`config.mk`:
```
export PLATFORM = sky130hd
export DESIGN_NAME = if_fetch_unit_flat
export DESIGN_NICKNAME = d
export VERILOG_FILES = /design/src/rtl/if_fetch_unit_if.sv /design/src/rtl/if_fetch_unit.sv /design/src/flat_wrapper.sv
export SDC_FILE = /design/constraint.sdc
export NUM_CORES = 1
export LEC_CHECK = 0
export CORE_ASPECT_RATIO = 0.8
export CORE_MARGIN = 3
export CORE_UTILIZATION = 49
export DETAILED_ROUTE_END_ITERATION = 16
export PLACE_DENSITY = 0.82
export SYNTH_ARGS = -nofsm -noshare
export SYNTH_HDL_FRONTEND = slang
export SYNTH_SLANG_ARGS = --single-unit
export TNS_END_PERCENT = 100
```
`constraint.sdc`:
```
create_clock -name clk -period 8.45 [get_ports clk]
set_input_delay 2.535 -clock clk [delete_from_list [all_inputs] [get_ports clk]]
set_output_delay 2.535 -clock clk [all_outputs]
set_load 0.005 [all_outputs]
```
`src/rtl/if_fetch_unit_if.sv`:
```
// Bundle of the fetch unit's control, instruction-memory and IF/ID signals.
// The master side is the fetch unit. The slave side is its environment:
// the hazard unit, EXE, instruction memory and the IF/ID register.
interface if_fetch_unit_if;
   logic        freeze;
   logic        branch_taken;
   logic [31:0] branch_addr;
   logic        imem_req;
   logic [31:0] imem_addr;
   logic        imem_ready;
   logic [31:0] imem_rdata;
   logic [31:0] pc_out;
   logic [31:0] instruction_out;
   logic        if_valid;
   logic        flush_out;

   modport master (
      input  freeze, branch_taken, branch_addr, imem_ready, imem_rdata,
      output imem_req, imem_addr, pc_out, instruction_out, if_valid, flush_out
   );

   modport slave (
      output freeze, branch_taken, branch_addr, imem_ready, imem_rdata,
      input  imem_req, imem_addr, pc_out, instruction_out, if_valid, flush_out
   );
endinterface

```
`src/rtl/if_fetch_unit.sv`:
```
// Instruction-fetch front end. It owns the PC and keeps at most one request
// outstanding to variable-latency instruction memory. A returned word is
// delivered combinationally in its ready cycle. If the pipeline is frozen,
// the word is parked in ibuf instead. A branch that arrives while a request
// is still in flight makes the unit drain that request first, so the
// memory sees its address held stable until ready.
module if_fetch_unit #(
   parameter logic [31:0] RESET_PC = 32'h0000_0000
) (
   input  logic           clk,
   input  logic           rst,
   if_fetch_unit_if.master bus
);

   typedef enum logic [1:0] {
      FETCH = 2'd0,
      HOLD  = 2'd1,
      DRAIN = 2'd2
   } state_t;

   state_t      state_q, state_d;
   logic [31:0] pc_q, pc_d;
   logic [31:0] ibuf_q, ibuf_d;
   logic [31:0] drain_addr_q, drain_addr_d;
   logic [31:0] pc_plus4;

   assign pc_plus4 = pc_q + 32'd4;

   // State register, PC, captured word and the address of a request being drained.
   always_ff @(posedge clk or posedge rst) begin
      if (rst) begin
         state_q      <= FETCH;
         pc_q         <= RESET_PC;
         ibuf_q       <= 32'h0;
         drain_addr_q <= 32'h0;
      end else begin
         state_q      <= state_d;
         pc_q         <= pc_d;
         ibuf_q       <= ibuf_d;
         drain_addr_q <= drain_addr_d;
      end
   end

   // Next-state and output decode. The outputs default to a bubble, and
   // everything is forced to zero while reset is held.
   always_comb begin
      state_d             = state_q;
      pc_d                = pc_q;
      ibuf_d              = ibuf_q;
      drain_addr_d        = drain_addr_q;
      bus.imem_req        = 1'b0;
      bus.imem_addr       = 32'h0;
      bus.pc_out          = 32'h0;
      bus.instruction_out = 32'h0;
      bus.if_valid        = 1'b0;
      bus.flush_out       = 1'b0;

      if (!rst) begin
         bus.flush_out = bus.branch_taken;
         case (state_q)
            FETCH: begin
               bus.imem_req  = 1'b1;
               bus.imem_addr = pc_q;
               if (bus.branch_taken) begin
                  // Redirect. An in-flight request must still complete,
                  // so park its address and drain it.
                  pc_d = bus.branch_addr;
                  if (!bus.imem_ready) begin
                     drain_addr_d = pc_q;
                     state_d      = DRAIN;
                  end
               end else if (bus.imem_ready) begin
                  if (!bus.freeze) begin
                     bus.instruction_out = bus.imem_rdata;
                     bus.pc_out          = pc_plus4;
                     bus.if_valid        = 1'b1;
                     pc_d                = pc_plus4;
                  end else begin
                     ibuf_d  = bus.imem_rdata;
                     state_d = HOLD;
                  end
               end
            end

            HOLD: begin
               // The word is already in ibuf. No request until it leaves.
               if (bus.branch_taken) begin
                  pc_d    = bus.branch_addr;
                  state_d = FETCH;
               end else if (!bus.freeze) begin
                  bus.instruction_out = ibuf_q;
                  bus.pc_out          = pc_plus4;
                  bus.if_valid        = 1'b1;
                  pc_d                = pc_plus4;
                  state_d             = FETCH;
               end
            end

            DRAIN: begin
               // Keep the abandoned request alive until memory answers.
               // A later branch simply overrides the target.
               bus.imem_req  = 1'b1;
               bus.imem_addr = drain_addr_q;
               if (bus.branch_taken) begin
                  pc_d = bus.branch_addr;
               end
               if (bus.imem_ready) begin
                  state_d = FETCH;
               end
            end

            default: begin
               state_d = FETCH;
            end
         endcase
      end
   end

endmodule

```
`src/flat_wrapper.sv`:
```
// flat-port wrapper written by rule: the top's interface ports become plain ports
module if_fetch_unit_flat 
#(
   parameter logic [31:0] RESET_PC = 32'h0000_0000
)
  (clk, rst, bus_freeze, bus_branch_taken, bus_branch_addr, bus_imem_ready, bus_imem_rdata, bus_imem_req, bus_imem_addr, bus_pc_out, bus_instruction_out, bus_if_valid, bus_flush_out);
  if_fetch_unit_if bus_i ();
  input  logic clk;
  input  logic rst;
  input wire logic [$bits(bus_i.freeze)-1:0] bus_freeze;
  input wire logic [$bits(bus_i.branch_taken)-1:0] bus_branch_taken;
  input wire logic [$bits(bus_i.branch_addr)-1:0] bus_branch_addr;
  input wire logic [$bits(bus_i.imem_ready)-1:0] bus_imem_ready;
  input wire logic [$bits(bus_i.imem_rdata)-1:0] bus_imem_rdata;
  output wire logic [$bits(bus_i.imem_req)-1:0] bus_imem_req;
  output wire logic [$bits(bus_i.imem_addr)-1:0] bus_imem_addr;
  output wire logic [$bits(bus_i.pc_out)-1:0] bus_pc_out;
  output wire logic [$bits(bus_i.instruction_out)-1:0] bus_instruction_out;
  output wire logic [$bits(bus_i.if_valid)-1:0] bus_if_valid;
  output wire logic [$bits(bus_i.flush_out)-1:0] bus_flush_out;
  assign bus_i.freeze = bus_freeze;
  assign bus_i.branch_taken = bus_branch_taken;
  assign bus_i.branch_addr = bus_branch_addr;
  assign bus_i.imem_ready = bus_imem_ready;
  assign bus_i.imem_rdata = bus_imem_rdata;
  assign bus_imem_req = bus_i.imem_req;
  assign bus_imem_addr = bus_i.imem_addr;
  assign bus_pc_out = bus_i.pc_out;
  assign bus_instruction_out = bus_i.instruction_out;
  assign bus_if_valid = bus_i.if_valid;
  assign bus_flush_out = bus_i.flush_out;
  if_fetch_unit #(.RESET_PC(RESET_PC)) u_core (.clk(clk), .rst(rst), .bus(bus_i));
endmodule
```
==> results of run 1 <==
cells in the mapped netlist, types with 2 or more instances:
cell type / instances
clkbuf_2: 7
clkbuf_1: 28
a21oi_1: 23
nor3_1: 5
o22ai_1: 15
nand2_1: 38
mux2_4: 22
nand3_1: 26
and2_1: 3
xor2_1: 21
a22oi_1: 35
nor4_2: 2
buf_1: 8
nor4_1: 2
buf_6: 5
nor2_1: 106
and3_1: 6
or3_1: 2
and4_1: 2
xnor2_1: 7
nand4_1: 9
nor3b_1: 2
inv_1: 9
mux2i_1: 32
o311ai_1: 4
mux2_2: 39
a21boi_0: 5
a2bb2oi_1: 15
o21ai_0: 16
buf_2: 8
dfrtp_1: 98
path summary, 6_finish.rpt:
| path | slack, ns | endpoint | startpoint |
|---|---|---|---|
| worst max-delay path | 0.95 | bus_pc_out[3] | bus_branch_taken |
| worst min-delay path | 0.48 | u_core.drain_addr_q[25] | u_core.drain_addr_q[25] |
| worst max register to register | 4.67 | u_core.drain_addr_q[24] | u_core.state_q[1] |
| worst min register to register | 0.48 | u_core.drain_addr_q[25] | u_core.drain_addr_q[25] |
| max in group asynchronous | 4.41 | u_core.drain_addr_q[17] | rst |
| min in group asynchronous | 2.79 | u_core.ibuf_q[31] | rst |
through the flow:
| step | hold WS [ns] | setup WS, ns | total power, W | cell area (um2) | utilization (%) |
|---|---|---|---|---|---|
| after floorplan | 0.449 | 0.334 | 0.00113 | 5890 | - |
| after global placement | 0.460 | 1.04 | 0.00130 | 7590 | 65.4 |
| after detailed placement | 0.470 | 0.948 | 0.00134 | 7590 | 65.4 |
| after CTS | 0.486 | 0.945 | 0.00174 | 7870 | 67.8 |
| after global routing | 0.518 | 0.815 | 0.00183 | 7870 | 67.8 |
| final | 0.482 | 0.952 | 0.00173 | 7870 | 67.8 |
cells in the final DEF (no fill, tap or decap), types with 2 or more instances in the layout:
master,count
dfrtp_1,97
and4_1,2
nand3_1,26
mux2_2,39
and3_1,6
a21oi_1,22
or3_1,2
xnor2_1,7
a21boi_0,5
a22oi_1,35
clkbuf_16,9
and2_1,3
mux2i_1,32
nor3_1,5
nand2_1,38
mux2_4,22
buf_4,10
nand4_1,9
a2bb2oi_1,15
clkbuf_8,2
clkdlybuf4s50_1,167
clkinv_2,2
nor2_1,105
nor4_1,2
o22ai_1,15
o311ai_1,4
inv_1,8
xor2_1,21
o21ai_0,16
metal layers:
| layer | vias up | part of all wire (%) | track usage, % |
|---|---|---|---|
| met5 | - | 0 | 0 |
| met4 | 0 | 1.9 | 6.67 |
| met3 | 26 | 7.0 | 4.72 |
| met2 | 215 | 48 | 40.6 |
| met1 | 2631 | 43 | 33.8 |
| li1 | 2452 | - | - |
tightest hold or removal path, stage by stage, from the launching register on:
cell     delay (ns)
dfrtp_1        0.34
nand2_1        0.05
o21ai_0        0.06
registers in the layout (all words and copies together), names as in the netlist:
signal and cells:
u_core.state_q 2, u_core.ibuf_q 32, u_core.drain_addr_q 32, u_core.pc_q 32
cell type report:
cell class	instances	area, um2
clock buffers	12	256
repair buffers	177	1750
well taps	148	185
multi-input cells	453	3170
inverters	9	36.3
clock inverters	4	26.3
flip-flops and latches	98	2450
fillers	920	3730
report_power, final:
group	internal [W]	switching, W
combinational	0.000326	0.000210
sequential	0.000634	0.000165
clock	0.000216	0.000179
logic make-up after synthesis:
group                      count (synthesis)
muxes                                     94
xor gates and xnor gates                  28
buffers and inverters                     66
AOI/OAI and AO/OA                        122
DFF                                       98
and+or+nand+nor                          208
adders and majority gates                  1
==> metrics.md, run 1 <==
| Metric | Value |
|---|---|
| Post-Synth Simple-Gate Area | `15.8%` |
| Least-Margin Pin Slew | `1.24 ns` |
| Run status | `finished, final reports clean` |
| Unique masters post-synth | `48` |
| Synth Area in XOR/XNOR | `4.17%` |
| CTS Buffer Depth | `2` |
| Cell Rows | `35` |
| Cells taking the most area after synthesis | `dfrtp_1, mux2_2, nor2_1` |
| DP Cell Count | `885` |
| Crit end category | `output port` |
| WP data required | `5.92 ns` |
| Starting DRT DRC Count | `438` |
| Cell Area, Synth | `5890 um2` |
| Final ANT Viol Nets | `0` |
| YS warnings | `0` |
| Cell depth of the worst flop-to-flop path | `3` |
| Critical path data arrival time | `between 4 and 5 ns` |
| Crit Path Category | `input port to output port` |
| Initial Util | `50.7%` |
| Yosys top cell by area | `dfrtp_1` |
| CTS tree | `built` |
| PostCTS Resize Cnt | `0` |
| Cell Pwr Density | `around 220 nW/um2` |
| Register area share after synthesis | `41.7%` |
| Post-synth EDFFs | `0` |
| WL final | `16.7 mm` |
| P&R area growth vs syn | `33.7%` |
| Ys flop type | `dfrtp_1` |
| Setup Skew | `0.0108 ns` |
| Complex-gate fraction of the synthesized area | `14.2%` |
| Max cap viols | `0` |
| Crit share post-route | `about nine tenths` |
| CTS Hold Bufs | `0` |
| Share of layout cells above drive strength 1 | `roughly an eighth` |
| Post-CTS Setup Repair Bufs | `0` |
| Final hold vios | `0` |
| DR pass1 iterations | `5` |
| Post-DP HPWL | `about 11 mm` |
| Fin. max-slew vios | `0` |
| Post-Route Setup TNS | `0 ns` |
| IO Pins | `168` |
| Initial antenna violation count | `0` |
| Peak VDD IR | `0.118 mV` |
| Area share of the largest cell type after synthesis | `41.7%` |
| Residual DRC | `0` |
| LEAKAGE | `3.16 nW` |
| Crit Path Max Fanout | `34` |
| CP max-delay cell | `clkdlybuf4s50_1` |
| Number of global-route vias before repair | `5,229` |
| First-pass GRT wire length | `27.0 mm` |
| Gpl congestion | `0.848` |
| Vias/cell | `5.91` |
| Reg clk slew, reported paths | `0.07 ns` |
| Startpoint Class | `input port` |
| Adder-Cell Fraction of Synth Area | `0.213%` |
| Insertion delay to the later sink of the worst-skew pair | `0.35 ns` |
| CP max stage delay | `0.57 ns` |
| Worst min path class | `register to register` |
| Routed len/inst | `18.5 um` |
| Final non-filler cell total | `901` |
| Detailed-route via count | `5,324` |
| Largest family of logic cells by synthesized area | `multiplexers` |
| Hold path depth | `2` |
| Clock root cell | `clkbuf_16` |
| Buf/Inv on CP | `4` |
| DIE WIDTH | `129 um` |
| Num CTS Buffers | `9` |
| Die H | `approximately 100 um` |
| Crit. path cell count | `7` |
| Count of final setup violators | `0` |
| Buffers on Ports | `167` |
| Max-Slew Margin vs Limit | `17.5%` |
| Core ar. | `11,600 um2` |
| RSZ-0062 raised after global routing | `false` |
| Gate Count Post-Synth | `617` |
| Overflow after GRT | `0` |
| N_diodes | `0` |
| Mux share of post-synthesis cell area | `18.7%` |
| Sink Count | `just under 100` |
| Post-Syn Nets | `687` |
| Pin count of the biggest net entering global routing | `68` |
| Final #Nets | `818` |
| Die area | `approximately 13,000 um2` |
| Aggregate global-route resource usage | `about 25%` |
| Minimum clock period | `7.50 ns` |
| Syn avg cell area | `9.54 um2` |
| CP delay by family, top | `buffers and inverters` |
| Max H-tree Level | `3` |
| Critical-path cell list | `clkdlybuf4s50_1, or3_1, or3_1, buf_4, inv_1, and2_1, clkdlybuf4s50_1` |
| Asr flop ratio synth | `100%` |
| Max frequency | `133 MHz` |
| Synth Register Bits | `98` |
Power figures use the tool's default switching activity.
==> inputs of run 2 (changes only) <==
--- a/config.mk
+++ b/config.mk
@@ -8,6 +8,7 @@
 export CORE_ASPECT_RATIO = 0.8
 export CORE_MARGIN = 3
 export CORE_UTILIZATION = 49
+export CTS_CLUSTER_SIZE = 16
 export DETAILED_ROUTE_END_ITERATION = 16
 export PLACE_DENSITY = 0.82
 export SYNTH_ARGS = -nofsm -noshare
==> results of run 2 <==
Final layout, timing and power as in run 1 (identical DEF).
==> inputs of run 3 (changes only) <==
--- a/config.mk
+++ b/config.mk
@@ -6,11 +6,12 @@
 export NUM_CORES = 1
 export LEC_CHECK = 0
 export CORE_ASPECT_RATIO = 0.8
-export CORE_MARGIN = 3
 export CORE_UTILIZATION = 49
 export CTS_CLUSTER_SIZE = 16
 export DETAILED_ROUTE_END_ITERATION = 16
 export PLACE_DENSITY = 0.82
+export SKIP_CTS_REPAIR_TIMING = 1
+export SKIP_LAST_GASP = 1
 export SYNTH_ARGS = -nofsm -noshare
 export SYNTH_HDL_FRONTEND = slang
 export SYNTH_SLANG_ARGS = --single-unit
==> run 3 against run 2 <==
Utilization grew 0.32 points. Fmax is 0.61% lower. Worst setup slack got worse by 0.046 ns. Cell area up 0.48%. Hold slack improved by 0.010 ns. Via count is 1.5% lower. Clock power grew 12%. Sequential power is 1% lower. Sequential cell count did not move. Critical path depth unchanged. Die area down 6.8%. Critical path type unchanged. Largest power group unchanged.
==> metrics.md, run 3 (same netlist as run 1, synthesis figures left out) <==
| Metric | Value |
|---|---|
| Reg clk slew, reported paths | `0.06 ns (was 0.07 ns)` |
| Startpoint Class | `input port (unchanged)` |
| Max frequency | `133 MHz (about the same)` |
| Initial antenna violation count | `0 (unchanged)` |
| Max H-tree Level | `3 (unchanged)` |
| Run status | `finished, final reports clean (unchanged)` |
| Crit end category | `output port (unchanged)` |
| Routed len/inst | `17.8 um (was 18.5 um)` |
| Hold Path End | `u_core.ibuf_q[5] (was u_core.drain_addr_q[25])` |
| CP delay by family, top | `buffers and inverters (unchanged)` |
| Crit share post-route | `89.3% (was 88.7%)` |
| Least-Margin Pin Slew | `1.22 ns (was 1.24 ns)` |
| CTS Buffer Depth | `2 (unchanged)` |
| P&R area growth vs syn | `34.4% (was 33.7%)` |
| Peak VDD IR | `0.114 mV (was 0.118 mV)` |
| Register area | `2450 um2 (unchanged)` |
| Most frequent cells in the layout | `clkdlybuf4s50_1, nor2_1, dfrtp_1 (unchanged)` |
| Minimum clock period | `7.54 ns (was 7.50 ns)` |
| Area occupied by multi-input gates | `3170 um2 (unchanged)` |
| Share of layout cells above drive strength 1 | `12.7% (unchanged)` |
| Setup Skew | `0.00601 ns (was 0.0108 ns)` |
| WP data required | `5.92 ns (about the same)` |
| DR pass1 iterations | `5 (unchanged)` |
| Final hold vios | `0 (unchanged)` |
| Worst Setup Slack, final | `0.906 ns (was 0.952 ns)` |
| Cell Pwr Density | `224 nW/um2 (was 220 nW/um2)` |
| Hold path depth | `1 (was 2)` |
| Worst Hold Launch | `u_core.ibuf_q[5] (was u_core.drain_addr_q[25])` |
| Final ANT Viol Nets | `0 (unchanged)` |
| Overflow after GRT | `0 (unchanged)` |
| Sink Count | `98 (unchanged)` |
| Buffers on Ports | `167 (unchanged)` |
| Filler cell count | `907 (was 920)` |
| Final #Nets | `818 (unchanged)` |
| Insertion delay to the later sink of the worst-skew pair | `0.34 ns (was 0.35 ns)` |
| Critical path data arrival time | `5.01 ns (was 4.96 ns)` |
| Core ar. | `11,600 um2 (unchanged)` |
| RSZ-0062 raised after global routing | `false (unchanged)` |
| IO Pins | `168 (unchanged)` |
| Starting DRT DRC Count | `345 (was 438)` |
| Cell depth of the worst flop-to-flop path | `4 (was 3)` |
| Fin. max-slew vios | `0 (unchanged)` |
| Cell Rows | `35 (unchanged)` |
| Worst min path class | `register to register (unchanged)` |
| Post-place setup slack | `0.907 ns (was 0.948 ns)` |
| First-pass GRT wire length | `25.7 mm (was 27.0 mm)` |
| Die H | `100 um (was 104 um)` |
| Clock root cell | `clkbuf_16 (unchanged)` |
| Vias/cell | `5.82 (was 5.91)` |
| Critical-path cell list | `clkdlybuf4s50_1, or3_1, or3_1, buf_4, inv_1, and2_1, clkdlybuf4s50_1 (unchanged)` |
| Initial Util | `50.7% (unchanged)` |
| DIE WIDTH | `125 um (was 129 um)` |
| LEAKAGE | `3.18 nW (was 3.16 nW)` |
| Max cap viols | `0 (unchanged)` |
| Buf/Inv on CP | `4 (unchanged)` |
| Count of final setup violators | `0 (unchanged)` |
| Crit Path Max Fanout | `34 (unchanged)` |
| Max-Slew Margin vs Limit | `18.8% (was 17.5%)` |
| Number of global-route vias before repair | `5,043 (was 5,229)` |
| Aggregate global-route resource usage | `25.8% (was 24.8%)` |
| Die area | `12,500 um2 (was 13,400 um2)` |
| Num CTS Buffers | `9 (unchanged)` |
| Crit Path Category | `input port to output port (unchanged)` |
| CTS tree | `built (unchanged)` |
| Worst R2R Start | `u_core.state_q[1] (unchanged)` |
| Core Util, Final | `68.1% (was 67.8%)` |
| CP max stage delay | `0.59 ns (was 0.57 ns)` |
| R2r setup slk | `4.69 ns (was 4.67 ns)` |
| Detailed-route via count | `5,246 (was 5,324)` |
| N_diodes | `0 (unchanged)` |
| Post-DP HPWL | `10.9 mm (was 11.4 mm)` |
| Gpl congestion | `0.817 (was 0.848)` |
| Most common cell after layout, fill and taps aside | `clkdlybuf4s50_1 (unchanged)` |
| WL final | `16.1 mm (was 16.7 mm)` |
| Hold WS | `0.492 ns (was 0.482 ns)` |
| CP max-delay cell | `clkdlybuf4s50_1 (unchanged)` |
| Pin count of the biggest net entering global routing | `65 (was 68)` |
| Biggest regs | `u_core.drain_addr_q x32, u_core.ibuf_q x32, u_core.pc_q x32 (unchanged)` |
| Residual DRC | `0 (unchanged)` |
| Post-Route Setup TNS | `0 ns (unchanged)` |
| Worst reg2reg endpoint | `u_core.drain_addr_q[22] (was u_core.drain_addr_q[24])` |
run 3: how the worst max path moves through the flow:
stage	from	endpoint	depth (start not counted)
after CTS	bus_branch_taken	bus_pc_out[0]	7
after global routing	bus_branch_taken	bus_pc_out[1]	7
after global placement	bus_branch_taken	bus_pc_out[3]	7
after floorplan	rst	bus_imem_addr[10]	5
after detailed placement	bus_branch_taken	bus_pc_out[0]	7
final	bus_branch_taken	bus_pc_out[0]	7
run 3: where the power goes:
part           leakage, nW  switching (W)  internal, W  total (W)
sequential            1.15       0.000157     0.000634   0.000791
combinational         1.87       0.000217     0.000326   0.000543
clock                0.156       0.000174     0.000267   0.000441
run 3: layer usage:
metal,track usage [%],vias up,share of wire (%)
met2,42.5,176,49
met3,5.06,20,5.4
li1,-,2456,-
met1,34.6,2594,45
met5,0,-,0
met4,8.06,0,1.3
run 3: through the flow:
step                      total power (W)  area, um2  cells
after global placement            0.00130       7590    885
after detailed placement          0.00133       7590    885
after global routing              0.00187       7910    901
after CTS                         0.00178       7910    901
final                             0.00177       7910    901
after floorplan                   0.00113       5890    617
run 3: cell type report:
| class | instances | area share (%) |
|---|---|---|
| Tap cell | 148 | 2.34 |
| Timing Repair Buffer | 177 | 22.1 |
| Multi-Input combinational cell | 453 | 40.0 |
| Clock buffer | 11 | 3.07 |
| Inverter | 9 | 0.459 |
| Clock inverter | 5 | 0.981 |
| Sequential cell | 98 | 31.0 |
